--- src/rtl/rvfi_mon_pkg.sv ---
// Shared types and helpers for the RVFI commit-stream monitor.
// Provides the tracker FSM encoding, a lane popcount and the lane-slice
// offset helper used on the packed pc/order buses.
package rvfi_mon_pkg;

  typedef enum logic [1:0] {
    RUN     = 2'd0,
    HALTED  = 2'd1,
    TIMEOUT = 2'd2
  } tracker_state_t;

  // Widest lane vector the popcount helper accepts (NUM_LANES must not exceed it).
  localparam int MAX_LANES = 32;

  // Width of a single PC field on the packed pc_rdata/pc_wdata buses.
  localparam int PC_W = 32;

  // Number of set bits in a lane vector, zero-extended to MAX_LANES.
  function automatic logic [5:0] popcount(input logic [MAX_LANES-1:0] bits);
    logic [5:0] cnt;
    cnt = '0;
    for (int i = 0; i < MAX_LANES; i++) begin
      cnt = cnt + 6'(bits[i]);
    end
    return cnt;
  endfunction

  // Bit offset of lane 'lane' on a packed bus whose fields are 'width' bits.
  function automatic int lane_lsb(input int lane, input int width);
    return lane * width;
  endfunction

endpackage

--- src/rtl/commit_order_gen.sv ---
// Purely combinational order generator: each lane gets the registered base
// plus the number of valid lanes older than it, and the cycle total is the
// popcount of all valid lanes.
module commit_order_gen
  import rvfi_mon_pkg::*;
#(
  parameter int NUM_LANES = 2,
  parameter int ORDER_W   = 64
) (
  input  logic [ORDER_W-1:0]           total_commits,
  input  logic [NUM_LANES-1:0]         commit_valid,
  output logic [NUM_LANES*ORDER_W-1:0] order,
  output logic [ORDER_W-1:0]           cycle_count
);

  logic [ORDER_W-1:0] prefix;

  // Running prefix count over lanes in program order (lane 0 oldest).
  always_comb begin
    prefix = '0;
    order  = '0;
    for (int i = 0; i < NUM_LANES; i++) begin
      order[lane_lsb(i, ORDER_W) +: ORDER_W] = total_commits + prefix;
      if (commit_valid[i]) begin
        prefix = prefix + ORDER_W'(1);
      end
    end
    cycle_count = prefix;
  end

endmodule

--- src/rtl/rvfi_commit_tracker.sv ---
// Multi-lane RVFI commit tracker: assigns per-lane order numbers, counts
// retired instructions, detects a debounced self-loop halt and a no-commit
// watchdog, and reports a sticky RUN/HALTED/TIMEOUT status.
module rvfi_commit_tracker
  import rvfi_mon_pkg::*;
#(
  parameter int NUM_LANES      = 2,
  parameter int ORDER_W        = 64,
  parameter int HALT_REPEAT    = 2,
  parameter int TIMEOUT_CYCLES = 1024
) (
  input  logic                         clk,
  input  logic                         rst,
  input  logic                         clear,
  input  logic [NUM_LANES-1:0]         commit_valid,
  input  logic [NUM_LANES*32-1:0]      pc_rdata,
  input  logic [NUM_LANES*32-1:0]      pc_wdata,
  output logic [NUM_LANES*ORDER_W-1:0] order,
  output logic [ORDER_W-1:0]           total_commits,
  output logic                         halt,
  output logic                         timeout,
  output logic [1:0]                   state
);

  localparam int LOOP_W = $clog2(HALT_REPEAT + 1);
  localparam int IDLE_W = $clog2(TIMEOUT_CYCLES + 1);

  tracker_state_t       state_q;
  logic [LOOP_W-1:0]    loop_cnt;
  logic [LOOP_W-1:0]    loop_cnt_next;
  logic [IDLE_W-1:0]    idle_cnt;
  logic [IDLE_W-1:0]    idle_cnt_next;
  logic [ORDER_W-1:0]   cycle_count;
  logic [NUM_LANES-1:0] loop_lane;
  logic [NUM_LANES-1:0] non_loop_lane;
  logic                 halt_hit;
  logic                 idle_hit;
  int                   loop_tail;
  int                   loop_sum;

  assign state = state_q;

  commit_order_gen #(
    .NUM_LANES (NUM_LANES),
    .ORDER_W   (ORDER_W)
  ) u_order_gen (
    .total_commits (total_commits),
    .commit_valid  (commit_valid),
    .order         (order),
    .cycle_count   (cycle_count)
  );

  // Classify each valid lane as a self-loop (jumps to itself) or not.
  always_comb begin
    loop_lane = '0;
    for (int i = 0; i < NUM_LANES; i++) begin
      loop_lane[i] = commit_valid[i] &&
                     (pc_wdata[lane_lsb(i, PC_W) +: PC_W] ==
                      pc_rdata[lane_lsb(i, PC_W) +: PC_W]);
    end
    non_loop_lane = commit_valid & ~loop_lane;
  end

  // Next self-loop streak: extend it, restart after the youngest non-loop lane, or hold.
  always_comb begin
    loop_tail = 0;
    for (int i = 0; i < NUM_LANES; i++) begin
      if (non_loop_lane[i]) begin
        loop_tail = 0;
      end else if (loop_lane[i]) begin
        loop_tail = loop_tail + 1;
      end
    end
    if (commit_valid == '0) begin
      loop_sum = int'(loop_cnt);
    end else if (non_loop_lane == '0) begin
      loop_sum = int'(loop_cnt) + int'(popcount(MAX_LANES'(commit_valid)));
    end else begin
      loop_sum = loop_tail;
    end
    if (loop_sum > HALT_REPEAT) begin
      loop_sum = HALT_REPEAT;
    end
    loop_cnt_next = LOOP_W'(loop_sum);
    halt_hit      = (loop_sum >= HALT_REPEAT);
  end

  // Next idle count: any commit restarts it, otherwise count up to the watchdog limit.
  always_comb begin
    if (|commit_valid) begin
      idle_cnt_next = '0;
    end else if (idle_cnt == IDLE_W'(TIMEOUT_CYCLES)) begin
      idle_cnt_next = idle_cnt;
    end else begin
      idle_cnt_next = idle_cnt + IDLE_W'(1);
    end
    idle_hit = (idle_cnt_next == IDLE_W'(TIMEOUT_CYCLES));
  end

  // Counters and sticky status FSM; clear restarts everything and wins over commits.
  always_ff @(posedge clk or posedge rst) begin
    if (rst) begin
      state_q       <= RUN;
      total_commits <= '0;
      loop_cnt      <= '0;
      idle_cnt      <= '0;
      halt          <= 1'b0;
      timeout       <= 1'b0;
    end else if (clear) begin
      state_q       <= RUN;
      total_commits <= '0;
      loop_cnt      <= '0;
      idle_cnt      <= '0;
      halt          <= 1'b0;
      timeout       <= 1'b0;
    end else begin
      case (state_q)
        RUN: begin
          total_commits <= total_commits + cycle_count;
          loop_cnt      <= loop_cnt_next;
          idle_cnt      <= idle_cnt_next;
          if (halt_hit) begin
            state_q <= HALTED;
            halt    <= 1'b1;
          end else if (idle_hit) begin
            state_q <= TIMEOUT;
            timeout <= 1'b1;
          end
        end
        HALTED, TIMEOUT: begin
          state_q <= state_q;
        end
        default: begin
          state_q <= RUN;
        end
      endcase
    end
  end

endmodule

--- config.mk ---
export PLATFORM = sky130hd
export DESIGN_NAME = rvfi_commit_tracker
export DESIGN_NICKNAME = d
export VERILOG_FILES = /design/src/rtl/rvfi_mon_pkg.sv /design/src/rtl/commit_order_gen.sv /design/src/rtl/rvfi_commit_tracker.sv
export SDC_FILE = /design/constraint.sdc
export NUM_CORES = 1
export LEC_CHECK = 0
export CORE_MARGIN = 5
export CORE_UTILIZATION = 49
export DETAILED_ROUTE_END_ITERATION = 6
export GPL_ROUTABILITY_DRIVEN = 0
export GPL_TIMING_DRIVEN = 0
export HOLD_SLACK_MARGIN = 0.08
export PLACE_DENSITY = 0.93
export SLEW_MARGIN = 20
export SYNTH_ARGS = -nofsm -noshare
export SYNTH_HDL_FRONTEND = slang
export SYNTH_HIERARCHICAL = 1
export SYNTH_SLANG_ARGS = --single-unit
export TNS_END_PERCENT = 5
--- constraint.sdc ---
create_clock -name clk -period 4 [get_ports clk]
set_clock_uncertainty 0.2 [all_clocks]
set_input_delay 0.8 -clock clk [delete_from_list [all_inputs] [get_ports clk]]
set_output_delay 0.8 -clock clk [all_outputs]
set_load 0.005 [all_outputs]
## After elaboration in Yosys (flattened, before gate mapping)

Cells that the tools add are included.

| word-level totals | value |
|---|---|
| bits in registers | 81 |
| bits in latches | 0 |
| memory bits (writable) | 0 |
| ROM bits | 0 |
| input bits | 133 |
| output and inout bits | 196 |
| word-level logic and storage cells | 67 |
| memories | 0 |

| cells by class | value |
|---|---|
| add/sub/neg operators | 7 |
| multiply operators | 0 |
| divide/modulo/power cells | 0 |
| $lt $le $gt $ge | 2 |
| equal/unequal tests | 9 |
| shift-type cells | 0 |
| mux-type cells | 28 |
| bitwise logic cells | 2 |
| reductions and logical operators | 13 |

Operator list:

| operator | number |
|---|---|
| $mux W64 | 3 |
| $mux W32 | 5 |
| $add A64 B1 Y64 | 1 |
| $add A64 B64 Y64 | 1 |
| $eq A32 B32 Y1 | 2 |
| $mux W11 | 4 |
| $add A32 B2 Y32 const B | 1 |
| $ge A32 B3 Y1 const B | 1 |
| $gt A32 B3 Y1 const B | 1 |
| $eq A11 B11 Y1 const B | 2 |
| $add A11 B1 Y11 const B | 1 |
| $mux W1 | 10 |
| $mux W2 | 5 |
| $logic_not A2 Y1 | 3 |
| $reduce_bool A2 Y1 | 3 |
| $ne A2 B2 Y1 const B | 2 |
| $ne A4 B4 Y1 const B | 1 |
| $pmux W2 S2 | 1 |
| $reduce_and A2 Y1 | 2 |
| $reduce_or A2 Y1 | 2 |
| $add A2 B2 Y3 | 1 |
| $reduce_and A3 Y1 | 1 |
| $add A1 B1 Y2 | 1 |
| $add A1 B1 Y2 const B | 1 |
| other kinds (5) | 6 |

## Longest topological paths before layout

| logic depth | value |
|---|---|
| depth in word-level cells | 16 |
| gate-level depth with buffers | 12 |
| mapped depth without buffers | 12 |

## Modules after synthesis

Netlist, hierarchy kept.

By module, submodules not included:

| module | instances | cells an instance | area each (um^2) | seq. area each (um^2) |
|---|---|---|---|---|
| rvfi_commit_tracker | 1 | 1029 | 8271.7 | 2026.9 |
| commit_order_gen | 1 | 340 | 2371.0 | 0.0 |

## Worst setup path after synthesis

Ideal clock, no wire load.

| timing path | value |
|---|---|
| path type | in2reg |
| start point | input commit_valid[0] |
| end point | register total_commits[56] |
| library setup time | 0.122 ns |
| data arrival time | 3.456 ns |
| data required time | 3.678 ns |
| setup slack | 0.223 ns |
| cell stages on the path | 12 |
| buffers on the path | 0 |
| cells stage by stage | ha_1 > ha_1 > fa_1 > a21o_1 > a22oi_1 > o21a_1 > o211ai_1 > a211o_1 > a22oi_2 > a21oi_1 > or3_1 > a32o_1 |

| between the ends | value |
|---|---|
| word-level cells in the longest chain between the ends | 6 |

Ends and longest elaborated chain:

| element | line | source |
|---|---|---|
| start, declared | rvfi_commit_tracker.sv:15 | `input logic [NUM_LANES-1:0] commit_valid,` |
| $mux W1 * | commit_order_gen.sv:24 | `if (commit_valid[i]) begin` |
| $add A1 B1 Y2 | commit_order_gen.sv:25 | `prefix = prefix + ORDER_W'(1);` |
| $mux W64 * | commit_order_gen.sv:24 |  |
| $add A64 B64 Y64 * | rvfi_commit_tracker.sv:119 | `total_commits <= total_commits + cycle_count;` |
| $mux W64 * | rvfi_commit_tracker.sv:117 | `case (state_q)` |
| $mux W64 * | rvfi_commit_tracker.sv:109 | `end else if (clear) begin` |
| end signal, assigned | rvfi_commit_tracker.sv:119 |  |
| end, declared | rvfi_commit_tracker.sv:19 | `output logic [ORDER_W-1:0] total_commits,` |

Every way passes the cells marked *; elsewhere a longest branch is shown, timed or not. The select of a mux whose other input is x is not followed.
A chain may end at the register's enable or synchronous reset.

## Final worst setup path

| timing path | value |
|---|---|
| start point | input commit_valid[0] |
| end point | output order[126] |

| between the ends | value |
|---|---|
| word-level cells in the longest chain between the ends | 2 |

Ends and longest elaborated chain:

| element | line | source |
|---|---|---|
| $mux W1 | commit_order_gen.sv:24 |  |
| $add A64 B1 Y64 | commit_order_gen.sv:23 | `order[lane_lsb(i, ORDER_W) +: ORDER_W] = total_commits + prefix;` |
| end, declared | rvfi_commit_tracker.sv:18 | `output logic [NUM_LANES*ORDER_W-1:0] order,` |

Every way passes these cells.

==> reports/results.txt <==
Ranking of synthesized cells by area - dfrtp_1, xor2_1, buf_4
PwrDens - 569 mW/mm²
DRC Markers - 0
Setup ws final - -0.124 ns
Largest net degree at the start of global routing - 52
Initial Util - 49.2%
Compound-Gate Fraction of Synth Area - 17.6%
Synth warn - 6
Cells on worst reg2reg path - 11
Yosys top cell area share - 19.0%
Post-synth top area cell - dfrtp_1
Grt ovf - 0
Num rows - 54
Post-synthesis cell count - 1369
Root buf cell - clkbuf_16
ANT cells - 0
Setup crit start kind - input port
Fmax achieved - 242 MHz
Most frequent cells in the layout - clkdlybuf4s50_1, buf_4, nand2_1, xor2_1, nor2_1
Antenna Nets Post-Route - 0
Critical Path Sink Type - primary output
H-tree levels - 3
Mux cell area share after synthesis - 3.30%
Leakage - 7.16 nW
Cell variety after synth - 76
Post-synth EDFFs - 0
Synth Area in Adders - 8.72%
Worst-margin pin slew - 0.830 ns
Antenna violations before repair - 0
Hold Path Cell Cnt - 2
Ys async rst share - 100%
Util after Layout - 70.7%
Final setup violation count - 12
Max-cap viol count - 0
Drt first-iter violations - 1383
Number of global-route vias before repair - 12000
Peak supply drop - 0.409 mV
CTS tree - yes
Main combinational cell family by area after synthesis - simple AND/OR/NAND/NOR gates
All-Layer GR Usage - 31.3%
Via Count - 12300
DRT Pass-1 Iters - 7
Hold Vio Cnt, Final - 0
Tmin final - 4.12 ns
Yosys reg bits - 81
Ys flop type - dfrtp_1
Hold_buf cts - 0
Chip height - 157 µm
Die area - 0.0248 mm²
Share of cells above drive strength 1 - 15.2%
Clock Latency Late Sink - 0.36 ns
Setup CP Type - in -> out
Crit path required time - 3.00 ns
XOR/XNOR Fraction of Synth Area - 15.5%
CTS buffer count - 9
Ports - 329
Final HPWL DP - 31.0 mm
Routed WL - 41.3 mm
WP data arrival - 3.12 ns
Mean Syn Cell Area - 7.77 µm²
Clock tree buffer depth - 2
Post-Syn Area - 0.0106 mm²
Worst slack, placed - -1.72 ns
Run status - finished with violations
Crit Path Max Fanout - 8
Port Buffers - 327
Slew Limit Fails - 0
Slew margin rel. - 44.6%
Die W - 157 µm
Clock transition at the registers of the reported paths - 0.06 ns
Nets - 1994
Worst min-delay path class - reg -> reg
Vias per cell - 5.95
Failing checks - negative setup slack
Simple-gate share of the synthesized area - 22.9%
Bufs and invs on worst path - 4
WL/cell - 19.9 µm
Top delay family on crit path - buffers and inverters
Max incr delay on CP - 0.54 ns
Commonest non-fill, non-tap cell in the layout - clkdlybuf4s50_1
Clock Sinks - 81
Synthesis-to-finish area growth - 43.5%
Critical-path top delay cell - clkdlybuf4s50_1
RSZ-0062 raised after global routing - true
First-pass GRT wire length - 62.7 mm
Worst path cell trace - buf_8, ha_4, ha_4, nand3_4, nor4_4, buf_6, buf_4, nand4_4, nor4_4, xor2_1, clkdlybuf4s50_1
CORE AREA - 0.0216 mm²
Stages on worst setup path - 11
Seq/Total Area, Yosys - 19.0%
Final worst-path cycle share - 103%
layout make-up:
type | instances | area (µm²)
plain buffers | 185 | 1220
clock buffers | 11 | 253
clock inverters | 5 | 38.8
fillers | 1616 | 6340
inverters | 39 | 149
multi-input cells | 1125 | 7730
flip-flops and latches | 81 | 2040
well taps | 280 | 350
repair buffers | 347 | 3480
kinds of logic (layout without fill, tap and decap cells):
| kind of cell | Yosys count | count (layout) |
|---|---|---|
| compound gates | 296 | 296 |
| other cells | 1 | 62 |
| mux | 35 | 35 |
| simple gates | 471 | 471 |
| fa+ha+maj | 73 | 73 |
| xor+xnor | 188 | 188 |
| flops | 81 | 81 |
| buf+inv | 224 | 587 |
synthesized netlist by cell type (all sizes together) (4+ instances only):
library cell and number:
mux2i 34, nor3 30, and4 4, clkbuf 31, a211oi 11, ha 71, xnor2 68, and3 16
o21bai 16, inv 39, dfrtp 81, or3 5, o211ai 13, nor4 43, o21a 5, a22oi 8
nand2b 5, and2 10, o31ai 9, xor2 120, nand4 61, o21ai 77, nor2 118, nand2 121
buf 154, a21o 30, nand3 37, a21oi 89, a31oi 14, a221oi 4, nor2b 5
registers in the layout, indices dropped and copies added (netlist names):
signal	count
idle_cnt	11
timeout	1
loop_cnt	2
state	2
halt	1
total_commits	64
metal layers:
metal | global-route usage, % | vias to the layer above | part of all wire, %
met3 | 6.57 | 190 | 9.3
li1 | - | 5549 | -
met1 | 39.0 | 5813 | 38
met4 | 13.7 | 0 | 5.1
met5 | 0 | - | 0
met2 | 52.4 | 780 | 48
final timing paths:
kind | start | to | slack (ns)
max | commit_valid[0] | order[126] | -0.12
min in group asynchronous | rst | total_commits[63] | 0.61
min reg2reg | timeout | timeout | 0.32
min | timeout | timeout | 0.32
max reg2reg | total_commits[9] | total_commits[63] | 0.35
max in group asynchronous | rst | total_commits[10] | 2.35
worst register-to-register path, cell delays in order (launching register included):
cell	delay, ns
dfrtp_2	0.51
ha_1	0.21
buf_2	0.20
inv_1	0.07
nor4_1	0.46
nand4_1	0.30
a21oi_1	0.29
nor3_1	0.19
nor4_2	0.37
o21bai_1	0.18
mux2i_1	0.20
mux2_2	0.35
power by group:
part / internal (mW) / switching (mW) / total, mW
logic: 3.15 / 2.86 / 6.02
registers: 1.08 / 0.760 / 1.84
clock network: 0.458 / 0.381 / 0.839
stage by stage:
| stage | instance area (µm²) | setup TNS [ns] | instances | hold slack, ns | power, mW |
|---|---|---|---|---|---|
| 6_report | 15300 | -0.704 | 2073 | 0.316 | 8.70 |
| 3_3_place_gp | 14500 | -129.74 | 2037 | 0.282 | 7.26 |
| 4_1_cts | 15100 | -1.14 | 2064 | 0.325 | 8.32 |
| 5_1_grt | 15300 | -2.00 | 2073 | 0.358 | 9.24 |
| 2_1_floorplan | 10900 | 0 | 1430 | 0.286 | 4.92 |
| 3_5_place_dp | 14500 | -86.55 | 2039 | 0.305 | 7.42 |
timing repair:
item	4_1_cts	5_1_grt
setup buffers	9	9
cloned	0	0
pin swaps	8	11
hold endpoints to repair	0	0
endpoints found under the setup margin	96	47
gates resized for setup	52	36
Note: power is estimated with default switching activity, not from simulation.
